File: src/rtl/bcast_fanout_sched_if.sv
// Flit handshake between the collective stage, the fanout scheduler and the router injection port.
// The slave modport is the scheduler's view; the master modport is the view of whatever drives and sinks it.
interface bcast_fanout_sched_if #(
  parameter int FlitWidth = 73
);
  logic [FlitWidth-1:0] packetIn;
  logic                 in_ready;
  logic [FlitWidth-1:0] packetOut;
  logic                 out_ready;

  modport slave (
    input  packetIn,
    output in_ready,
    output packetOut,
    input  out_ready
  );

  modport master (
    output packetIn,
    input  in_ready,
    input  packetOut,
    output out_ready
  );
endinterface

File: src/rtl/bcast_fanout_sched.sv
// Fans one short-broadcast flit out to each communicator child; other flits pass through as a single copy.
// First copy is registered one cycle after accept; packetOut holds while out_ready is low, and no new flit is taken until all copies drain.
module bcast_fanout_sched #(
  parameter int         FlitWidth      = 73,
  parameter int         DstWidth       = 9,
  parameter int         CommTableWidth = 43,
  parameter int         CommTableSize  = 4,
  parameter int         AddrWidth      = $clog2(CommTableSize),
  parameter logic [3:0] BcastOp        = 4'b1111
) (
  input  logic                      clk,
  input  logic                      rst,
  input  logic                      cfg_we,
  input  logic [AddrWidth-1:0]      cfg_addr,
  input  logic [CommTableWidth-1:0] cfg_data,
  bcast_fanout_sched_if.slave       fl,
  output logic                      busy,
  output logic                      err_ctx,
  output logic [15:0]               sent_cnt
);

  localparam int VldBit = 72;
  localparam int DstHi  = 71;
  localparam int DstLo  = 63;
  localparam int CtxHi  = 53;
  localparam int CtxLo  = 46;
  localparam int OpHi   = 35;
  localparam int OpLo   = 32;

  typedef enum logic {IDLE, SEND} state_t;

  state_t state_q, state_d;

  logic [CommTableWidth-1:0] comm_tbl [CommTableSize];

  logic [1:0]          idx_q, cnt_q;
  logic [DstWidth-1:0] dst0_q, dst1_q, dst2_q;
  logic [DstLo-1:0]    rest_q;
  logic [FlitWidth-1:0] pkt_q;
  logic [15:0]         sent_q;
  logic                err_q;

  // Decode of the incoming flit and its communicator entry
  logic [7:0]                in_ctx;
  logic [3:0]                in_op;
  logic [DstWidth-1:0]       in_dst;
  logic [CommTableWidth-1:0] entry;
  logic [2:0]                in_children;
  logic [DstWidth-1:0]       slot0, slot1, slot2;
  logic [12:0]               unused_entry_bits;
  logic                      ctx_ok, is_bcast, accept, go_send, fire, last;
  logic [1:0]                in_cnt;

  assign in_ctx   = fl.packetIn[CtxHi:CtxLo];
  assign in_op    = fl.packetIn[OpHi:OpLo];
  assign in_dst   = fl.packetIn[DstHi:DstLo];
  assign ctx_ok   = in_ctx < 8'(CommTableSize);
  assign is_bcast = in_op == BcastOp;

  assign entry             = comm_tbl[in_ctx[AddrWidth-1:0]];
  assign in_children       = entry[33:31];
  assign slot2             = entry[26:18];
  assign slot1             = entry[17:9];
  assign slot0             = entry[8:0];
  // local_rank and lg_commsize are held for software but not needed for fanout
  assign unused_entry_bits = {entry[42:34], entry[30:27]};

  always_comb begin
    in_cnt = 2'd1;
    if (is_bcast) begin
      in_cnt = (in_children > 3'd3) ? 2'd3 : in_children[1:0];
    end
  end

  assign accept  = fl.packetIn[VldBit] & fl.in_ready;
  assign go_send = accept & ctx_ok & (in_cnt != 2'd0);
  assign fire    = (state_q == SEND) & fl.out_ready;
  assign last    = idx_q == (cnt_q - 2'd1);

  // Communicator table; a same-cycle write is seen only by the following accept
  always_ff @(posedge clk) begin
    if (rst) begin
      for (int i = 0; i < CommTableSize; i++) begin
        comm_tbl[i] <= '0;
      end
    end else if (cfg_we) begin
      comm_tbl[cfg_addr] <= cfg_data;
    end
  end

  always_ff @(posedge clk) begin
    if (rst) begin
      state_q <= IDLE;
    end else begin
      state_q <= state_d;
    end
  end

  always_comb begin
    state_d = state_q;
    case (state_q)
      IDLE:    if (go_send) state_d = SEND;
      SEND:    if (fire && last) state_d = IDLE;
      default: state_d = IDLE;
    endcase
  end

  always_comb begin
    fl.in_ready = (state_q == IDLE) & ~rst;
    busy        = state_q == SEND;
  end

  // Copy sequencing: slots are snapshotted at accept so later table writes cannot leak in
  always_ff @(posedge clk) begin
    if (rst) begin
      idx_q  <= '0;
      cnt_q  <= '0;
      dst0_q <= '0;
      dst1_q <= '0;
      dst2_q <= '0;
      rest_q <= '0;
      pkt_q  <= '0;
      sent_q <= '0;
      err_q  <= 1'b0;
    end else begin
      err_q <= accept & ~ctx_ok;
      if (go_send) begin
        idx_q  <= '0;
        cnt_q  <= in_cnt;
        dst0_q <= is_bcast ? slot0 : in_dst;
        dst1_q <= slot1;
        dst2_q <= slot2;
        rest_q <= fl.packetIn[DstLo-1:0];
        pkt_q  <= {1'b1, (is_bcast ? slot0 : in_dst), fl.packetIn[DstLo-1:0]};
      end else if (fire) begin
        sent_q <= sent_q + 16'd1;
        if (last) begin
          idx_q         <= '0;
          pkt_q[VldBit] <= 1'b0;
        end else begin
          idx_q <= idx_q + 2'd1;
          pkt_q <= {1'b1, ((idx_q == 2'd0) ? dst1_q : dst2_q), rest_q};
        end
      end
    end
  end

  assign fl.packetOut = pkt_q;
  assign err_ctx      = err_q;
  assign sent_cnt     = sent_q;

endmodule
File: src/flat_wrapper.sv
// flat-port wrapper written by rule: the top's interface ports become plain ports
module bcast_fanout_sched_flat 
#(
  parameter int         FlitWidth      = 73,
  parameter int         DstWidth       = 9,
  parameter int         CommTableWidth = 43,
  parameter int         CommTableSize  = 4,
  parameter int         AddrWidth      = $clog2(CommTableSize),
  parameter logic [3:0] BcastOp        = 4'b1111
)
  (clk, rst, cfg_we, cfg_addr, cfg_data, busy, err_ctx, sent_cnt, fl_packetIn, fl_in_ready, fl_packetOut, fl_out_ready);
  bcast_fanout_sched_if #(.FlitWidth(FlitWidth)) fl_i ();
  input  logic clk;
  input  logic rst;
  input  logic cfg_we;
  input  logic [AddrWidth-1:0] cfg_addr;
  input  logic [CommTableWidth-1:0] cfg_data;
  output logic busy;
  output logic err_ctx;
  output logic [15:0] sent_cnt;
  input wire logic [$bits(fl_i.packetIn)-1:0] fl_packetIn;
  output wire logic [$bits(fl_i.in_ready)-1:0] fl_in_ready;
  output wire logic [$bits(fl_i.packetOut)-1:0] fl_packetOut;
  input wire logic [$bits(fl_i.out_ready)-1:0] fl_out_ready;
  assign fl_i.packetIn = fl_packetIn;
  assign fl_in_ready = fl_i.in_ready;
  assign fl_packetOut = fl_i.packetOut;
  assign fl_i.out_ready = fl_out_ready;
  bcast_fanout_sched #(.FlitWidth(FlitWidth), .DstWidth(DstWidth), .CommTableWidth(CommTableWidth), .CommTableSize(CommTableSize), .AddrWidth(AddrWidth), .BcastOp(BcastOp)) u_core (.clk(clk), .rst(rst), .cfg_we(cfg_we), .cfg_addr(cfg_addr), .cfg_data(cfg_data), .fl(fl_i), .busy(busy), .err_ctx(err_ctx), .sent_cnt(sent_cnt));
endmodule
File: config.mk
export PLATFORM = sky130hd
export DESIGN_NAME = bcast_fanout_sched_flat
export DESIGN_NICKNAME = d
export VERILOG_FILES = /design/src/rtl/bcast_fanout_sched_if.sv /design/src/rtl/bcast_fanout_sched.sv /design/src/flat_wrapper.sv
export SDC_FILE = /design/constraint.sdc
export NUM_CORES = 1
export LEC_CHECK = 0
export CAP_MARGIN = 40
export CELL_PAD_IN_SITES_DETAIL_PLACEMENT = 1
export CELL_PAD_IN_SITES_GLOBAL_PLACEMENT = 1
export CORE_MARGIN = 5
export CORE_UTILIZATION = 44
export DETAILED_ROUTE_END_ITERATION = 10
export GPL_TIMING_DRIVEN = 0
export PLACE_DENSITY_LB_ADDON = 0.1
export SYNTH_ARGS = -nofsm -noshare
export SYNTH_HDL_FRONTEND = slang
export SYNTH_SLANG_ARGS = --single-unit
File: constraint.sdc
create_clock -name clk -period 5.2 [get_ports clk]
set_input_delay 1.04 -clock clk [delete_from_list [all_inputs] [get_ports clk]]
set_output_delay 1.04 -clock clk [all_outputs]
set_load 0.02 [all_outputs]
After elaboration in Yosys (flattened, before gate mapping)
Memories as Yosys holds them, arrays and structs flattened.
Index checks and enable logic that the tools add are counted.
- flip-flop bits (word level): 176
- bits in latches: 0
- RAM bits: 172
- memory bits (read-only): 0
- output and inout bits: 92
- logic and storage cells: 57
- memories kept: 1
- memory list (name ; words ; width ; rd ports ; clocked after memory_dff ; write ports ; RTL line ; RTL):
    u_core.comm_tbl ; 4 ; 43 ; 1 ; 0 ; 4 ; bcast_fanout_sched.sv:34 ; logic [CommTableWidth-1:0] comm_tbl [CommTableSize];
- $add $sub $neg: 3
- $mul: 0
- div/mod/pow operators: 0
- magnitude comparators: 2
- equality and inequality tests: 3
- shift operators: 0
- multiplexer cells: 20
- bitwise operators: 10
- reductions and logical operators: 8
- operators with widths (operator ; number):
    two-way mux 73 bit ; 2
    two-way mux 72 bit ; 1
    two-way mux 43 bit ; 1
    OR reduction 43 bit ; 1
    two-way mux 9 bit ; 2
    adder 16 x 1 -> 16 bit, second input constant ; 1
    two-way mux 1 bit ; 9
    less-than comparator 8 x 3 -> 1 bit, second input constant ; 1
    two-way mux 2 bit ; 4
    bitwise AND 1 bit ; 6
    equality test 4 bit, second input constant ; 1
    inverter 1 bit ; 4
    AND reduction 2 bit ; 2
    nonzero test 2 bit ; 2
    > comparator 3 x 2 -> 1 bit, second input constant ; 1
    adder 2 x 1 -> 2 bit, second input constant ; 1
    equality test 2 bit ; 1
    zero test 2 bit ; 1
    != test 2 x 1 -> 1 bit, second input constant ; 1
    one-hot mux 1 bit (2 select lines) ; 1
    OR reduction 2 bit ; 1
    subtractor 2 x 1 -> 2 bit, second input constant ; 1
    logical AND 1 bit ; 1

Logic depth before layout (Yosys ltp)
Gate-level depths: netlist (run 1).
An unclocked memory read counts as a cell.
- word-level depth: 8
- mapped depth: 8
- depth with buffers taken out: 6

Worst setup path after synthesis (run 1)
No wires, ideal clock.
- path kind: input-to-reg
- from: input rst
- to: register u_core.rest_q[46]
- data arrival time: 2.796 ns
- required time: 5.130 ns
- slack: 2.333 ns
- cell stages on the path: 8
- path buffers: 3
- path through: clkbuf_1 nor2_1 and4_1 o31a_1 buf_2 clkbuf_1 nand2_1 a21oi_1
- longest elaborated chain between the ends: 5
- ends and longest elaborated chain (item ; RTL line ; RTL):
    start: declaration ; flat_wrapper.sv:14 ; input logic rst;
    inverter 1 bit ; bcast_fanout_sched.sv:109 ; fl.in_ready = (state_q == IDLE) & ~rst;
    bitwise AND 1 bit ; bcast_fanout_sched.sv:109 ;
    net fl_in_ready ; flat_wrapper.sv:22 ; output wire logic [$bits(fl_i.in_ready)-1:0] fl_in_ready;
    bitwise AND 1 bit ; bcast_fanout_sched.sv:75 ; assign accept = fl.packetIn[VldBit] & fl.in_ready;
    bitwise AND 1 bit (2 in a row) ; bcast_fanout_sched.sv:76 ; assign go_send = accept & ctx_ok & (in_cnt != 2'd0);
    end signal: assignment ; bcast_fanout_sched.sv:133 ; rest_q <= fl.packetIn[DstLo-1:0];
    end: declaration ; bcast_fanout_sched.sv:38 ; logic [DstLo-1:0] rest_q;
The timed path passes the listed nets, and every way through them passes these cells.
A chain may end at the register's enable or synchronous reset.

Worst setup path in the final report (run 1)
- from: input fl_packetIn[48]
- to: register u_core.rest_q[62]
- longest elaborated chain between the ends: 3
- ends and longest elaborated chain (item ; RTL line ; RTL):
    start: declaration ; flat_wrapper.sv:21 ; input wire logic [$bits(fl_i.packetIn)-1:0] fl_packetIn;
    less-than comparator 8 x 3 -> 1 bit ; bcast_fanout_sched.sv:57 ; assign ctx_ok = in_ctx < 8'(CommTableSize);
    bitwise AND 1 bit (2 in a row) ; bcast_fanout_sched.sv:76 ;
No other way between the ends.

==> impl_metrics.toml, run 1 <==
[sta]
fin_crit_ns = 3.55
min_period_over_period_pct = 68.3
fmax_mhz = 282
setup_tns_ns = 0
final.setup_skew_ns = 0.0184
slew_viol_final = 0
rsz0062_at_grt = "false"
hold_viol_final = 0
worst_slew_pin_slew_ns = 0.893
slew_headroom_pct = 40.5
setup_viol_count_final = 0

[run_status]
status = "completed"

[critical_path]
crit_arrival_ns = 4.02
cp-start-kind = "input port"
crit_fanout = 10
cp_slowest_stage_delay_ns = 0.64
required_ns = 5.67
cp_cell_sequence = "clkdlybuf4s50_1 > nor4_1 > and4_1 > o31a_1 > buf_2 > buf_1 > nand2_1 > a21oi_1"
r2r_cells = 7
reg2reg_from = "u_core.busy"
r2r-end = "u_core.fl.packetOut[54]"
ff2ff_setup_slack_ns = 2.49
crit_end = "u_core.rest_q[62]"
worstSetupStartpoint = "fl_packetIn[48]"
endpoint_kind = "flip-flop"
crit_slowest_cell = "nor4_1"
worstSetupPathType = "input port to flip-flop"

[cts]
cts.path.max_buffers = 3
root_buffer = "clkbuf_16"
cts_tree = "done"
htreeDepth = 1
clk_latency_ns = 0.55
clkTransAtPathRegs_ns = 0.06
cts_hold_repair.buffers = 0
numCtsBuffers = 31
post_cts_buffers = 0
cts_resized = 0
cts.sinks = 296

[synth]
ys.flop_type = "dfxtp_1"
synth_area_leaders = "edfxtp_1, dfxtp_1, nand2_1"
synth_top_family_by_area = "simple AND/OR/NAND/NOR gates"
ys_warn_count = 0
netlist_instances = 1179
yosys.area_share.adder_pct = 0.205
synth-compound-area-share_pct = 9.75
synth_top_cell_by_area = "edfxtp_1"
synth-async-reset-ratio_pct = 0
synth_fp_nets = 1303
synth-seq-area-share_pct = 58.4
synth_edf_count = 120
syn_area_per_cell_sq_um = 10.3
synthXorXnorAreaFrac_pct = 0.861
ys_ff_latch = 296
synth_cell_types = 38
synth_area_sq_um = 12200
synthSimpleGateAreaFrac_pct = 21.0
muxShareOfSynthArea_pct = 6.44
synth_top_area_share_pct = 29.5

[global_route]
grt_remaining_overflow = 0
grt_pass1_vias = 10200
grt_first_pass_wirelength_mm = 56.9
antenna_found_initial = 1
gr-usage-all-layers_pct = 23.0
grt_max_degree = 31

[floorplan]
num_rows = 61
die_h_um = 177
die-area_sq_um = 31200
start_util_pct = 44.3
pin_count = 214
core-area_sq_um = 27600
die_w_um = 177

[final_layout]
drive_above_1_share_pct = 7.38
fill_cells = 2995
area_growth_pct = 28.7
nets = 1536

[route]
avgRoutedWirePerCell_um = 20.1
dr_total_vias = 9612
drt_iter0_drc = 640
ant_nets = 0
wl_mm = 36.5
route.detailed.drc = 0
dr.pass1.iters = 5
viasPerCell = 5.30

[hold_path]
timing.hold.worst.class = "flip-flop to flip-flop"

[run]
timing.max_cap.violations = 0

[placed_design]
gp_congestion = 0.764
dp_hpwl_mm = 26.3
numPortBuffers = 198

[power]
vdd_drop_max_v = 0.000178
power_mw = 5.01
powerDensity_nw_per_um2 = 319
leakagePower_nw = 5.27
kinds of logic (layout without fill, tap and decap cells):
| family | Yosys count | count (layout) |
|---|---|---|
| compound gates | 177 | 177 |
| buf+inv | 92 | 349 |
| flops | 296 | 296 |
| simple gates | 559 | 559 |
| other cells | 0 | 1 |
| mux | 41 | 41 |
| xor+xnor | 12 | 12 |
| fa+ha+maj | 2 | 2 |
sequential cells by signal (all words and copies together) (netlist names):
register and count:
u_core.comm_tbl 120, u_core.fl.packetOut 73, u_core.rest_q 63, u_core.sent_cnt 16, u_core.dst1_q 9, u_core.dst2_q 9
u_core.cnt_q 2, u_core.idx_q 2, u_core.busy 1, u_core.err_ctx 1
cell type report:
cell class,instances,area (sq um),area share [%]
antenna,1,2.50,0.0159
buffer,88,395,2.52
clock buffer,43,852,5.42
clock inverter,14,141,0.900
inverter,4,15.0,0.0956
multi-input combinational,791,4660,29.7
sequential,296,7130,45.4
tap,378,473,3.01
timing repair buffer,200,2040,13.0
critical path, delay by kind of cell:
kind | cells | cell delay, ns
buf+inv | 3 | 1.26
simple gates | 3 | 1.20
compound gates | 2 | 0.52
synthesized netlist by cell type (all sizes together), types with 4 or more instances:
library cell	instances
mux4	30
nor3	4
or2	6
o21ai	6
and2	129
xnor2	6
o41ai	9
nand4	9
edfxtp	120
nor2	88
mux2i	11
inv	4
nor2b	12
nand2	287
a211oi	9
a21oi	90
clkbuf	60
or3	13
a311oi	57
buf	28
xor2	6
dfxtp	176
through the flow:
| step | setup slack [ns] | hold slack [ns] | instance area, sq um | instances | util, % |
|---|---|---|---|---|---|
| 2_1_floorplan | 2.33 | 0.427 | 12200 | 1179 | - |
| 3_3_place_gp | 1.12 | 0.437 | 14700 | 1755 | 53.2 |
| 3_5_place_dp | 1.08 | 0.445 | 14700 | 1757 | 53.4 |
| 4_1_cts | 1.61 | 0.456 | 15700 | 1814 | 57.0 |
| 5_1_grt | 1.55 | 0.467 | 15700 | 1815 | 57.0 |
| 6_report | 1.65 | 0.454 | 15700 | 1815 | 57.0 |
worst min path at each step:
stage                                       start                       to  slack (ns)  depth (start not counted)
after global routing            u_core.rest_q[49]  u_core.fl.packetOut[49]        0.47                          2
final                     u_core.fl.packetOut[50]  u_core.fl.packetOut[50]        0.45                          2
after detailed placement        u_core.rest_q[50]        u_core.rest_q[50]        0.45                          1
after floorplan                 u_core.rest_q[48]  u_core.fl.packetOut[48]        0.43                          2
after CTS                       u_core.rest_q[46]        u_core.rest_q[46]        0.46                          2
after global placement           u_core.dst2_q[4]         u_core.dst2_q[4]        0.44                          2
report_power, final:
group	switching, mW	internal [mW]
combinational	0.158	0.152
sequential	0.0242	2.49
clock	0.894	1.28
cell usage in the layout (no fill, tap or decap), drive strengths merged, types with 3 or more instances in the layout:
cell type | netlist | final
and4 | 3 | 3
and3 | 3 | 3
buf | 28 | 30
o21ai | 6 | 6
o41ai | 9 | 9
nor3 | 4 | 4
dfxtp | 176 | 176
xnor2 | 6 | 6
mux4 | 30 | 30
clkinv | 0 | 10
a21oi | 90 | 90
nor2 | 88 | 88
clkbuf | 60 | 103
nor2b | 12 | 12
mux2i | 11 | 11
clkdlybuf4s50 | 0 | 198
nand2 | 287 | 287
bufinv | 0 | 3
or3 | 13 | 13
a311oi | 57 | 57
inv | 4 | 4
or2 | 6 | 6
edfxtp | 120 | 120
a211oi | 9 | 9
nand4 | 9 | 9
and2 | 129 | 129
xor2 | 6 | 6
layer usage:
layer	track usage [%]	share of wire (%)
met5	0	0
met4	6.42	2.6
met3	2.63	4.5
met2	41.0	51
met1	29.7	42
(Power assumes the default switching activity.)
==> inputs of run 2 (changes only) <==
--- a/config.mk
+++ b/config.mk
@@ -9,7 +9,7 @@
 export CELL_PAD_IN_SITES_DETAIL_PLACEMENT = 1
 export CELL_PAD_IN_SITES_GLOBAL_PLACEMENT = 1
 export CORE_MARGIN = 5
-export CORE_UTILIZATION = 44
+export CORE_UTILIZATION = 41
 export DETAILED_ROUTE_END_ITERATION = 10
 export GPL_TIMING_DRIVEN = 0
 export PLACE_DENSITY_LB_ADDON = 0.1
==> constraint.sdc (replaced) <==
create_clock -name clk -period 3.3 [get_ports clk]
set_input_delay 0.66 -clock clk [delete_from_list [all_inputs] [get_ports clk]]
set_output_delay 0.66 -clock clk [all_outputs]
set_load 0.02 [all_outputs]
==> run 2 against run 1 <==
Clock skew shrank 0.0054 ns. Clock power is 77% higher. Total power is 66% higher. Utilization fell by 3.1 points. Flip-flop and latch count unchanged. Sequential power up 57%. Non-clock buffer count unchanged. Combinational power increased by 58%. Clock-buffer cell count up 12. Wire length shrank 0.44%. Hold slack improved by 0.00059 ns. First-iteration DRC count shrank 14%.
==> impl_metrics.toml, run 2 (same netlist as run 1, synthesis figures left out) <==
[sta]
final.setup_skew_ns = 0.0130
slew_headroom_pct = 42.4
fin_crit_ns = 2.98
setup_ws_ns = 0.322
slew_viol_final = 0
hold_viol_final = 0
worst_slew_pin_slew_ns = 0.864
min_period_over_period_pct = 90.2
rsz0062_at_grt = "false"
fmax_mhz = 336
setup_viol_count_final = 0

[global_route]
grt_pass1_vias = 10300
grt_remaining_overflow = 0
gr-usage-all-layers_pct = 21.5
grt_first_pass_wirelength_mm = 56.9
antenna_found_initial = 1
grt_max_degree = 31

[cts]
cts.path.max_buffers = 3
post_cts_buffers = 0
root_buffer = "clkbuf_16"
cts_tree = "done"
cts.sinks = 296
clk_latency_ns = 0.50
numCtsBuffers = 35
clkTransAtPathRegs_ns = 0.06
cts_resized = 0
cts_hold_repair.buffers = 0
htreeDepth = 2

[critical_path]
crit_fanout = 10
reg2reg_from = "u_core.busy"
path_depth = 8
worstSetupStartpoint = "fl_packetIn[48]"
crit_arrival_ns = 3.40
crit_slowest_cell = "buf_1"
r2r_cells = 7
ff2ff_setup_slack_ns = 0.51
required_ns = 3.72
r2r-end = "u_core.fl.packetOut[31]"
cp_slowest_stage_delay_ns = 0.48
cp-start-kind = "input port"
crit_end = "u_core.rest_q[58]"
worst-path-buf-inv = 3
worstSetupPathType = "input port to flip-flop"
cp_cell_sequence = "clkdlybuf4s50_1 > nor4_2 > and4_1 > o31a_1 > buf_2 > buf_1 > nand2_1 > a21oi_1"
endpoint_kind = "flip-flop"
critical_path.top_delay_family = "buffers and inverters"

[route]
wl_mm = 36.4
route.detailed.drc = 0
ant_nets = 0
dr.pass1.iters = 5
viasPerCell = 5.21
drt_iter0_drc = 553
dr_total_vias = 9546
avgRoutedWirePerCell_um = 19.9

[floorplan]
die_w_um = 183
die_h_um = 183
core-area_sq_um = 29500
start_util_pct = 41.4
num_rows = 63
die-area_sq_um = 33300
pin_count = 214

[final_layout]
nets = 1540
diodes = 0
most-common-layout-cells = "nand2_1, clkdlybuf4s50_1, dfxtp_1, and2_1, edfxtp_1"
largest_register_ff_count = 120
final_common_cell = "nand2_1"
drive_above_1_share_pct = 8.05
area_growth_pct = 30.2
top_register = "u_core.comm_tbl"

[hold_path]
whs_path_depth = 2
timing.hold.worst.class = "flip-flop to flip-flop"
hold_start = "u_core.fl.packetOut[50]"

[run]
timing.max_cap.violations = 0

[power]
vdd_drop_max_v = 0.000367
leakagePower_nw = 5.36
powerDensity_nw_per_um2 = 523
power_mw = 8.30

[placed_design]
numPortBuffers = 198
dp_hpwl_mm = 25.8
place_ws_ns = -0.421
gp_congestion = 0.781

[run_status]
status = "completed"
## run 2: cell types whose count changed in the layout (fill, tap and decap cells not counted)
cell        previous run  this run
buf_12                 0         1
buf_16                 2         1
bufinv_16              3         1
clkbuf_16             31        38
clkbuf_2               1         0
clkbuf_8               3         9
clkinv_1               5         1
clkinvlp_4             1         0
diode_2                1         0
nor4_1                 1         0
nor4_2                 0         1
## run 2: layer usage
layer  up-vias  GRT usage (%)  share of wire, %
met2       209           38.0                50
met4         2           5.43               2.2
met5         -              0             0.036
met3        54           3.43               4.4
li1       4588              -                 -
met1      4693           27.5                43
## run 2: worst min-delay path by stage
stage          slack [ns]                      end
3_5_place_dp         0.44  u_core.fl.packetOut[52]
4_1_cts              0.45  u_core.fl.packetOut[52]
3_3_place_gp         0.43         u_core.dst2_q[8]
5_1_grt              0.47        u_core.rest_q[51]
6_report             0.45  u_core.fl.packetOut[50]
2_1_floorplan        0.43  u_core.fl.packetOut[48]
## run 2: cell type report
cell class,instances,area (sq um)
fill,3217,13600
clock buffer,55,1100
sequential,296,7130
timing repair buffer,200,2030
multi-input combinational,791,4670
inverter,4,15.0
buffer,88,395
clock inverter,7,58.8
tap,390,488
## run 2: report_power, final
part / leakage, nW / switching (mW) / internal (mW)
registers: 2.59 / 0.0346 / 3.93
logic: 2.19 / 0.250 / 0.239
clock network: 0.578 / 1.48 / 2.37
total: 5.36 / 1.76 / 6.54
## run 2: tightest hold or removal path: stages (launching register included)
cell,delay [ns]
dfxtp_1,0.30
nand2_1,0.05
a21oi_1,0.05
## run 2: stage by stage
stage / hold WS [ns] / instance area, sq um / util (%) / TNS [ns] / instances
final: 0.454 / 15900 / 53.9 / 0 / 1831
after global routing: 0.469 / 15900 / 53.9 / 0 / 1831
after CTS: 0.453 / 15900 / 53.9 / 0 / 1831
after detailed placement: 0.443 / 14700 / 49.9 / -25.13 / 1769
after global placement: 0.434 / 14700 / 49.8 / -19.74 / 1767
after floorplan: 0.427 / 12200 / - / 0 / 1179
==> inputs of run 3 (changes only) <==
--- a/config.mk
+++ b/config.mk
@@ -8,8 +8,10 @@
 export CAP_MARGIN = 40
 export CELL_PAD_IN_SITES_DETAIL_PLACEMENT = 1
 export CELL_PAD_IN_SITES_GLOBAL_PLACEMENT = 1
+export CORE_ASPECT_RATIO = 0.6
 export CORE_MARGIN = 5
 export CORE_UTILIZATION = 41
+export CTS_CLUSTER_DIAMETER = 40
 export DETAILED_ROUTE_END_ITERATION = 10
 export GPL_TIMING_DRIVEN = 0
 export PLACE_DENSITY_LB_ADDON = 0.1
==> run 3 against run 2 <==
Register-to-register slack worse by 0.07 ns. Largest power group is now the clock network. Via count up 2.5%. Sequential power barely moved. Sequential share of layout area fell by 0.49 points. Combinational power rose by 3%. Clock-buffer cell count shrank 5. Highest routed layer unchanged. Critical endpoint is now u_core.fl.packetOut[4]. Total power grew 4.2%.
==> impl_metrics.toml, run 3 (same netlist as run 1, synthesis figures left out) <==
[run_status]
status = "completed"

[sta]
slew_viol_final = 0
min_period_over_period_pct = 93.4
fmax_mhz = 324
slew_headroom_pct = 45.7
final.setup_skew_ns = 0.0163
worst_slew_pin_slew_ns = 0.814
whs_ns = 0.456
rsz0062_at_grt = "false"
setup_viol_count_final = 0
hold_viol_final = 0
setup_tns_ns = 0
fin_crit_ns = 3.08

[placed_design]
dp.cells = 1781
place_area_sq_um = 14800
dp_hpwl_mm = 28.8
numPortBuffers = 198
gp_congestion = 0.783

[critical_path]
required_ns = 3.66
worstSetupPathType = "input port to flip-flop"
endpoint_kind = "flip-flop"
cp-start-kind = "input port"
crit_arrival_ns = 3.45
crit_fanout = 10
r2r_cells = 7

[final_layout]
area_growth_pct = 31.7
top_register = "u_core.comm_tbl"
final_area_sq_um = 16100
final_common_cell = "nand2_1"
most-common-layout-cells = "nand2_1, clkdlybuf4s50_1, dfxtp_1, and2_1, edfxtp_1"
utilization_pct = 55.3
final_cells = 1846
multi_input_area_sq_um = 4660
largest_register_ff_count = 120
nets = 1542
drive_above_1_share_pct = 8.24
fill_cells = 3207
seq_area_sq_um = 7130

[global_route]
grt_remaining_overflow = 0
gr-usage-all-layers_pct = 23.5
grt_max_degree = 21
antenna_found_initial = 1
grt_first_pass_wirelength_mm = 60.7
grt_pass1_vias = 10400

[run]
timing.max_cap.violations = 0

[hold_path]
whs_path_depth = 2
timing.hold.worst.class = "flip-flop to flip-flop"

[cts]
cts.path.max_buffers = 3
cts_hold_repair.buffers = 0
post_cts_buffers = 0
cts_tree = "done"
root_buffer = "clkbuf_16"
clkTransAtPathRegs_ns = 0.06
cts.sinks = 296
cts_resized = 0
numCtsBuffers = 35
clk_latency_ns = 0.52
htreeDepth = 2

[floorplan]
pin_count = 214
num_rows = 48
die_h_um = 144
die_w_um = 233
core-area_sq_um = 29100
die-area_sq_um = 33400
start_util_pct = 42.0

[route]
dr_total_vias = 9789
route.detailed.drc = 0
ant_nets = 0
avgRoutedWirePerCell_um = 21.4
wl_mm = 39.6
drt_iter0_drc = 712
viasPerCell = 5.30
dr.pass1.iters = 5

[power]
powerDensity_nw_per_um2 = 539
vdd_drop_max_v = 0.000374
leakagePower_nw = 5.43
run 3: changes by cell type in the layout (fill, tap and decap cells not counted), sizes merged:
cell	previous run	this run
buf	30	32
bufinv	1	4
clkbuf	115	110
clkinv	6	3
clkinvlp	0	2
diode	0	2
inv	4	8
run 3: stage by stage:
| step | total power [mW] | worst slack, ns |
|---|---|---|
| global placement | 4.51 | -0.220 |
| CTS | 8.70 | 0.263 |
| detailed placement | 4.55 | -0.261 |
| floorplan | 4.24 | 0.813 |
| global route | 8.93 | 0.0264 |
| finish | 8.65 | 0.218 |
run 3: area by class of cell:
cell class	count	share of cell area, %
Sequential cell	296	44.4
Multi-Input combinational cell	791	29.0
Timing Repair Buffer	202	13.0
Clock buffer	50	6.78
Tap cell	400	3.12
Buffer	88	2.46
Clock inverter	13	1.09
Inverter	4	0.0935
Antenna cell	2	0.0312
run 3: metal layers:
layer  track usage (%)  up-vias  part of all wire [%]
li1                  -     4594                     -
met1              34.4     4916                    48
met4              4.81        2                   1.6
met3              3.97       44                   5.2
met2              37.1      233                    45
met5                 0        -                 0.033
run 3: critical path, stage by stage:
cell and delay (ns):
clkdlybuf4s50_1 0.71, mux4_2 0.62, o31ai_4 0.52, buf_2 0.44, buf_2 0.34, a311oi_1 0.14
run 3: power by group:
part	leakage, nW	total (mW)	switching (mW)	internal, mW
clock network	0.622	4.19	1.56	2.63
registers	2.59	3.96	0.0355	3.93
logic	2.22	0.503	0.255	0.248
total	5.43	8.65	1.85	6.80
run 3: path summary, 6_finish.rpt:
kind                                         from                      end  slack (ns)
worst max-delay path              fl_packetIn[47]   u_core.fl.packetOut[4]        0.22
worst min-delay path            u_core.rest_q[21]        u_core.rest_q[21]        0.46
worst min register to register  u_core.rest_q[21]        u_core.rest_q[21]        0.46
worst max register to register        u_core.busy  u_core.fl.packetOut[41]        0.44
